### src/rtl/neander_pkg.sv
`default_nettype none
// ============================================================================
// Module : neander_pkg
// Brief  : Shared neander types: loader states, default sync marker, opcodes.
// Rev    : 1.0
// ============================================================================
package neander_pkg;

    typedef enum logic [2:0] {
        ST_IDLE   = 3'd0,
        ST_ADDR   = 3'd1,
        ST_LEN    = 3'd2,
        ST_DATA   = 3'd3,
        ST_CHK    = 3'd4,
        ST_VERIFY = 3'd5,
        ST_RUN    = 3'd6
    } loader_state_t;

    localparam logic [7:0] DEFAULT_SYNC_BYTE = 8'hA5;

    localparam logic [7:0] OP_NOP = 8'h00;
    localparam logic [7:0] OP_STA = 8'h10;
    localparam logic [7:0] OP_LDA = 8'h20;
    localparam logic [7:0] OP_ADD = 8'h30;
    localparam logic [7:0] OP_OR  = 8'h40;
    localparam logic [7:0] OP_AND = 8'h50;
    localparam logic [7:0] OP_NOT = 8'h60;
    localparam logic [7:0] OP_JMP = 8'h80;
    localparam logic [7:0] OP_JN  = 8'h90;
    localparam logic [7:0] OP_JZ  = 8'hA0;
    localparam logic [7:0] OP_HLT = 8'hF0;

    // States in which the inter-byte watchdog is armed.
    function automatic logic is_timed_state(input loader_state_t s);
        return (s == ST_ADDR) || (s == ST_LEN) || (s == ST_DATA) || (s == ST_CHK);
    endfunction

endpackage
`default_nettype wire

### src/rtl/neander_loader_watchdog_timer.sv
`default_nettype none
// ============================================================================
// Module : watchdog_timer
// Brief  : Idle-cycle counter; o_expire flags the cycle that would reach TIMEOUT.
// Rev    : 1.0
// ============================================================================
module watchdog_timer #(
    parameter int TIMEOUT = 1000,
    parameter int TO_W    = 10
) (
    input  logic i_clk,
    input  logic i_rst,
    input  logic i_clr,
    input  logic i_en,
    output logic o_expire
);

    localparam logic [TO_W-1:0] c_last = TO_W'(TIMEOUT - 1);

    logic [TO_W-1:0] r_count;

    // A clear in the same cycle always wins over expiry.
    assign o_expire = i_en && !i_clr && (r_count == c_last);

    always_ff @(posedge i_clk or posedge i_rst) begin
        if (i_rst) begin
            r_count <= '0;
        end else if (!i_en || i_clr || o_expire) begin
            r_count <= '0;
        end else begin
            r_count <= r_count + TO_W'(1);
        end
    end

endmodule
`default_nettype wire

### src/rtl/neander_loader.sv
`default_nettype none
// ============================================================================
// Module : neander_loader
// Brief  : Framed byte-stream loader for neander memory; holds the CPU in reset
//          until a frame passes its checksum.
// Rev    : 1.0
// ============================================================================
module neander_loader
    import neander_pkg::*;
#(
    parameter logic [7:0] SYNC_BYTE = DEFAULT_SYNC_BYTE,
    parameter int         TIMEOUT   = 1000,
    parameter int         TO_W      = 10
) (
    input  logic       i_clk,
    input  logic       i_rst,
    input  logic       i_valid,
    input  logic [7:0] i_data,
    output logic       o_ready,
    output logic       o_mem_we,
    output logic [7:0] o_mem_addr,
    output logic [7:0] o_mem_wdata,
    output logic       o_cpu_rst,
    output logic       o_done,
    output logic       o_err
);

    loader_state_t r_state;
    loader_state_t w_state_next;

    logic [7:0] r_ptr;
    logic [7:0] r_acc;
    logic [8:0] r_count;
    logic       r_mem_we;
    logic [7:0] r_mem_addr;
    logic [7:0] r_mem_wdata;
    logic       r_cpu_rst;
    logic       r_done;
    logic       r_err;

    logic       w_accept;
    logic       w_is_sync;
    logic       w_expire;
    logic       w_sum_ok;
    logic       w_done_set;
    logic       w_err_set;
    logic       w_enter_addr;
    logic [7:0] w_acc_add;

    assign o_ready      = (r_state != ST_VERIFY) && !i_rst;
    assign w_accept     = i_valid && o_ready;
    assign w_is_sync    = (i_data == SYNC_BYTE);
    assign w_sum_ok     = (r_acc == 8'd0);
    assign w_acc_add    = r_acc + i_data;
    assign w_enter_addr = (w_state_next == ST_ADDR) && (r_state != ST_ADDR);

    // Every entry into a timed state coincides with an accepted byte, so the
    // accept strobe alone also covers the clear-on-entry case.
    watchdog_timer #(
        .TIMEOUT (TIMEOUT),
        .TO_W    (TO_W)
    ) u_watchdog (
        .i_clk    (i_clk),
        .i_rst    (i_rst),
        .i_clr    (w_accept),
        .i_en     (is_timed_state(r_state)),
        .o_expire (w_expire)
    );

    always_ff @(posedge i_clk or posedge i_rst) begin
        if (i_rst) begin
            r_state <= ST_IDLE;
        end else begin
            r_state <= w_state_next;
        end
    end

    always_comb begin
        w_state_next = r_state;
        w_done_set   = 1'b0;
        w_err_set    = 1'b0;
        case (r_state)
            ST_IDLE: begin
                if (w_accept && w_is_sync) w_state_next = ST_ADDR;
            end
            ST_ADDR: begin
                if (w_accept) begin
                    w_state_next = ST_LEN;
                end else if (w_expire) begin
                    w_state_next = ST_IDLE;
                    w_err_set    = 1'b1;
                end
            end
            ST_LEN: begin
                if (w_accept) begin
                    w_state_next = ST_DATA;
                end else if (w_expire) begin
                    w_state_next = ST_IDLE;
                    w_err_set    = 1'b1;
                end
            end
            ST_DATA: begin
                if (w_accept) begin
                    if (r_count == 9'd1) w_state_next = ST_CHK;
                end else if (w_expire) begin
                    w_state_next = ST_IDLE;
                    w_err_set    = 1'b1;
                end
            end
            ST_CHK: begin
                if (w_accept) begin
                    w_state_next = ST_VERIFY;
                end else if (w_expire) begin
                    w_state_next = ST_IDLE;
                    w_err_set    = 1'b1;
                end
            end
            ST_VERIFY: begin
                if (w_sum_ok) begin
                    w_state_next = ST_RUN;
                    w_done_set   = 1'b1;
                end else begin
                    w_state_next = ST_IDLE;
                    w_err_set    = 1'b1;
                end
            end
            ST_RUN: begin
                if (w_accept && w_is_sync) w_state_next = ST_ADDR;
            end
            default: begin
                w_state_next = ST_IDLE;
            end
        endcase
    end

    always_ff @(posedge i_clk or posedge i_rst) begin
        if (i_rst) begin
            r_ptr       <= 8'd0;
            r_acc       <= 8'd0;
            r_count     <= 9'd0;
            r_mem_we    <= 1'b0;
            r_mem_addr  <= 8'd0;
            r_mem_wdata <= 8'd0;
            r_cpu_rst   <= 1'b1;
            r_done      <= 1'b0;
            r_err       <= 1'b0;
        end else begin
            r_mem_we <= 1'b0;
            r_done   <= w_done_set;
            r_err    <= w_err_set;
            if (w_accept) begin
                case (r_state)
                    ST_ADDR: begin
                        r_ptr <= i_data;
                        r_acc <= i_data;
                    end
                    ST_LEN: begin
                        r_count <= (i_data == 8'd0) ? 9'd256 : {1'b0, i_data};
                        r_acc   <= w_acc_add;
                    end
                    ST_DATA: begin
                        r_mem_we    <= 1'b1;
                        r_mem_addr  <= r_ptr;
                        r_mem_wdata <= i_data;
                        r_ptr       <= r_ptr + 8'd1;
                        r_count     <= r_count - 9'd1;
                        r_acc       <= w_acc_add;
                    end
                    ST_CHK: begin
                        r_acc <= w_acc_add;
                    end
                    default: begin
                    end
                endcase
            end
            // The CPU is only ever released by a successful checksum.
            if (w_enter_addr || w_err_set) begin
                r_cpu_rst <= 1'b1;
            end else if (w_done_set) begin
                r_cpu_rst <= 1'b0;
            end
        end
    end

    assign o_mem_we    = r_mem_we;
    assign o_mem_addr  = r_mem_addr;
    assign o_mem_wdata = r_mem_wdata;
    assign o_cpu_rst   = r_cpu_rst;
    assign o_done      = r_done;
    assign o_err       = r_err;

endmodule
`default_nettype wire

### config.mk
export PLATFORM = sky130hd
export DESIGN_NAME = neander_loader
export DESIGN_NICKNAME = d
export VERILOG_FILES = /design/src/rtl/neander_pkg.sv /design/src/rtl/neander_loader_watchdog_timer.sv /design/src/rtl/neander_loader.sv
export SDC_FILE = /design/constraint.sdc
export NUM_CORES = 1
export LEC_CHECK = 0
export CAP_MARGIN = 10
export CORE_MARGIN = 4
export CORE_UTILIZATION = 42
export CTS_BUF_LIST = sky130_fd_sc_hd__clkbuf_16
export DETAILED_ROUTE_END_ITERATION = 8
export PLACE_DENSITY = 0.76
export REMOVE_ABC_BUFFERS = 1
export SYNTH_ARGS = -nofsm -noshare
export SYNTH_HDL_FRONTEND = slang
export SYNTH_SLANG_ARGS = --single-unit
### constraint.sdc
create_clock -name i_clk -period 2.2 [get_ports i_clk]
set_clock_uncertainty 0.2 [all_clocks]
set_input_delay 0.44 -clock i_clk [delete_from_list [all_inputs] [get_ports i_clk]]
set_output_delay 0.44 -clock i_clk [all_outputs]
set_load 0.01 [all_outputs]
==> impl_metrics.py <==
metrics = {
    "status": {
        "run_status": "finished with violations",
        "failed_checks": "setup timing",
    },
    "timing": {
        "maxSlewHeadroom_pct": 74.6,
        "slew_violations": 0,
        "time_the_final_worst_path_needs_with_i_o_delays_and_setup_ps": 2210,
        "final.setup.tns_ps": -6.75,
        "postLayoutSetupSlackWorst_ps": -6.75,
        "final.period_utilization_pct": 100,
        "final_hold_violating_endpoints": 0,
        "fmax_mhz": 453,
        "tightest_slew_ps": 380,
        "rsz0062_at_grt": "yes",
        "final-setup-viol-count": 1,
    },
    "pwr": {
        "leakagePower_nw": 1.82,
        "design_power_total_w": 0.00563,
        "vdd.ir_drop.worst_mv": 0.806,
        "p_per_area_nw_per_um2": 1350,
    },
    "route": {
        "antenna_left": 0,
        "per_cell_via_count_in_the_routed_design": 5.51,
        "totalWireLength_um": 7900,
        "detailedRoute.firstPassIterationCount": 4,
        "routedWlPerCell_um": 15.4,
        "routed-via-count": 2822,
        "drc": 0,
        "drt-initial-drc-count": 120,
    },
    "logic_synthesis": {
        "synthFlopType": "sky130_fd_sc_hd__dfrtp_1",
        "synth-compound-area-share_pct": 18.3,
        "post_synth_and_or_nand_nor_area_fraction_pct": 19.1,
        "syn-instance-count": 343,
        "synth_xor_xnor_area_share_pct": 2.20,
        "post_synth_fa_ha_maj_area_fraction_pct": 4.94,
        "yosysSeqAreaShare_pct": 45.5,
        "average_cell_area_after_synthesis_um2": 9.30,
        "muxShareOfSynthArea_pct": 6.24,
        "synth_top_family_by_area": "simple AND/OR/NAND/NOR gates",
        "synthDistinctLibCells": 57,
        "post_synth_edffs": 0,
        "yosysWarningCount": 0,
        "mappedNetlistArea_um2": 3190,
        "synth-async-reset-ratio_pct": 100,
        "ys_ff_latch": 58,
    },
    "critical_path": {
        "cpLargestDelayFamily": "compound AO/OA/AOI/OAI gates",
        "critical-path-max-stage-delay_ps": 400,
        "worstSetupEndpointType": "register",
        "cp_data_arrival_time_ps": 2260,
        "timing.critical_path.buf_inv": 1,
        "cell_chain_of_the_critical_path": "ha_2 -> inv_1 -> fa_2 -> nor2b_2 -> o31a_1 -> o21a_1 -> o21a_1 -> o31a_1 -> o21ai_1",
        "worst_path_max_delay_cell": "sky130_fd_sc_hd__dfrtp_1",
        "cp_num_cells": 9,
        "timing.critical_path.from_type": "register",
        "critPathKind": "reg2reg",
        "largest_fanout_on_the_critical_path": 3,
        "worst_ep_required_time_ps": 2250,
        "r2r.worst_path.cells": 9,
    },
    "placement": {
        "hpwlAfterDp_um": 5540,
        "gp_congestion": 0.853,
        "port_buffers": 31,
        "detailed_place.area_um2": 3830,
    },
    "global_routing": {
        "antenna_found_initial": 0,
        "grt_first_pass_wirelength_um": 13400,
        "grt_usage_pct": 19.0,
        "gr_ovfl_total": 0,
        "vias_in_the_first_global_route": 2818,
        "grt_max_degree": 45,
    },
    "clocking": {
        "clockBufferDepth": 2,
        "postCtsHoldBufs": 0,
        "cts_tree": "yes",
        "ctsRootBufferMaster": "sky130_fd_sc_hd__clkbuf_16",
        "clk_pin_slew_ps": 50,
        "clock_sinks": 58,
        "numCtsBuffers": 9,
        "clock_latency_ps": 330,
        "cts_max_level": 3,
    },
    "layout": {
        "syn2layout_area_growth_pct": 30.7,
        "drive_above_1_share_pct": 20.8,
        "final.fill_count": 618,
        "final_nets": 431,
        "multiInputGateArea_um2": 1660,
        "mostFrequentLayoutCells": "sky130_fd_sc_hd__dfrtp_1, sky130_fd_sc_hd__o21ai_0, sky130_fd_sc_hd__nand2_1, sky130_fd_sc_hd__buf_4, sky130_fd_sc_hd__nor2_1",
        "final_design_area_no_fill_um2": 4170,
        "postLayoutCoreUtil_pct": 56.9,
        "layout_commonest_cell": "sky130_fd_sc_hd__dfrtp_1",
        "antenna_cells": 0,
        "layout.area.seq_um2": 1460,
    },
    "die": {
        "floorplan.core_area_um2": 7330,
        "starting_density_of_the_core_pct": 43.5,
        "design.die.area_um2": 9060,
        "core.rowCount": 31,
        "die-height_um": 95.2,
        "die_w_um": 95.2,
        "design.portCount": 32,
    },
    "hold_path": {
        "hold_path_depth": 1,
        "min_path_type": "reg2reg",
    },
    "job": {
        "max_cap_viol_count": 0,
    },
}
-- state kept, by name, indices dropped and copies added (netlist names), 3 cells and up --
register / flops
u_watchdog.r_count: 10
r_state: 3
r_count: 9
r_ptr: 8
r_acc: 8
o_mem_addr: 8
o_mem_wdata: 8
-- logic make-up (layout without fill, tap and decap cells) --
logic type                 after synthesis  in the layout
and+or+nand+nor                        123            123
AOI/OAI and AO/OA                       98             98
DFF                                     58             58
buffers and inverters                   26             96
muxes                                   18             18
adders and majority gates               12             12
xor gates and xnor gates                 8              8
-- per-stage QoR --
| stage | setup WS [ps] | hold WS [ps] | cells |
|---|---|---|---|
| after global routing | -95.5 | 313 | 512 |
| final | -6.75 | 290 | 512 |
| after global placement | -566 | 264 | 492 |
| after floorplan | 72.0 | 248 | 330 |
| after detailed placement | -603 | 281 | 492 |
| after CTS | -15.3 | 288 | 510 |
-- where the power goes --
| part | internal, W | switching, W |
|---|---|---|
| combinational | 0.00128 | 0.00127 |
| clock | 0.000745 | 0.000488 |
| sequential | 0.00149 | 0.000357 |
-- path summary, 6_finish.rpt --
check	endpoint	start	slack (ps)
min in group asynchronous	r_state[0]	i_rst	300
max in group asynchronous	r_count[8]	i_rst	960
setup reg to reg	r_acc[6]	r_acc[0]	-7
hold / removal	u_watchdog.r_count[0]	u_watchdog.r_count[0]	290
hold reg to reg	u_watchdog.r_count[0]	u_watchdog.r_count[0]	290
setup / recovery	r_acc[6]	r_acc[0]	-7
-- synth_stat cells, types with 2 or more instances --
cell type,number,area share (%)
sky130_fd_sc_hd__a211oi_1,2,0.47
sky130_fd_sc_hd__a21boi_0,2,0.47
sky130_fd_sc_hd__a21oi_1,26,4.1
sky130_fd_sc_hd__a31oi_1,5,0.98
sky130_fd_sc_hd__and3_1,3,0.59
sky130_fd_sc_hd__buf_2,4,0.63
sky130_fd_sc_hd__buf_4,2,0.47
sky130_fd_sc_hd__clkbuf_1,6,0.71
sky130_fd_sc_hd__dfrtp_1,57,45
sky130_fd_sc_hd__ha_1,11,4.3
sky130_fd_sc_hd__inv_1,13,1.5
sky130_fd_sc_hd__mux2_2,15,5.3
sky130_fd_sc_hd__mux2i_1,3,0.94
sky130_fd_sc_hd__nand2_1,33,3.9
sky130_fd_sc_hd__nand2b_1,4,0.78
sky130_fd_sc_hd__nand3_1,13,2.0
sky130_fd_sc_hd__nand4_1,4,0.78
sky130_fd_sc_hd__nor2_1,32,3.8
sky130_fd_sc_hd__nor2b_1,6,1.2
sky130_fd_sc_hd__nor3_1,7,1.1
sky130_fd_sc_hd__nor4_1,4,0.78
sky130_fd_sc_hd__o21a_1,4,0.94
sky130_fd_sc_hd__o21ai_0,37,5.8
sky130_fd_sc_hd__o21bai_1,2,0.47
sky130_fd_sc_hd__o22ai_1,4,0.78
sky130_fd_sc_hd__o31a_1,3,0.82
sky130_fd_sc_hd__o31ai_1,2,0.47
sky130_fd_sc_hd__or3_1,4,0.78
sky130_fd_sc_hd__xnor2_1,4,1.1
sky130_fd_sc_hd__xor2_1,4,1.1
-- layer usage --
metal	track usage (%)	routed length, um	vias up
met1	25.4	3600	1373
met5	0	0	-
met2	30.0	3720	80
met4	5.41	121	0
met3	5.45	461	12
li1	-	-	1357
-- cell type report --
class	instances	area share, %
multi-input combinational	259	39.9
sequential	58	34.9
timing repair buffer	67	14.8
clock buffer	9	5.40
tap	99	2.97
inverter	13	1.17
clock inverter	7	0.900
-- worst reg2reg max path: stages (launching register included) --
cell,delay [ps]
sky130_fd_sc_hd__dfrtp_1,400
sky130_fd_sc_hd__ha_2,200
sky130_fd_sc_hd__inv_1,70
sky130_fd_sc_hd__fa_2,210
sky130_fd_sc_hd__nor2b_2,50
sky130_fd_sc_hd__o31a_1,310
sky130_fd_sc_hd__o21a_1,190
sky130_fd_sc_hd__o21a_1,170
sky130_fd_sc_hd__o31a_1,230
sky130_fd_sc_hd__o21ai_1,110
-- timing repair --
item	in CTS	in global routing
setup endpoints to repair	6	6
resized for setup	13	10
pin swaps	2	3
buffers inserted	2	2
No activity file was read; power rests on OpenSTA's default activity.
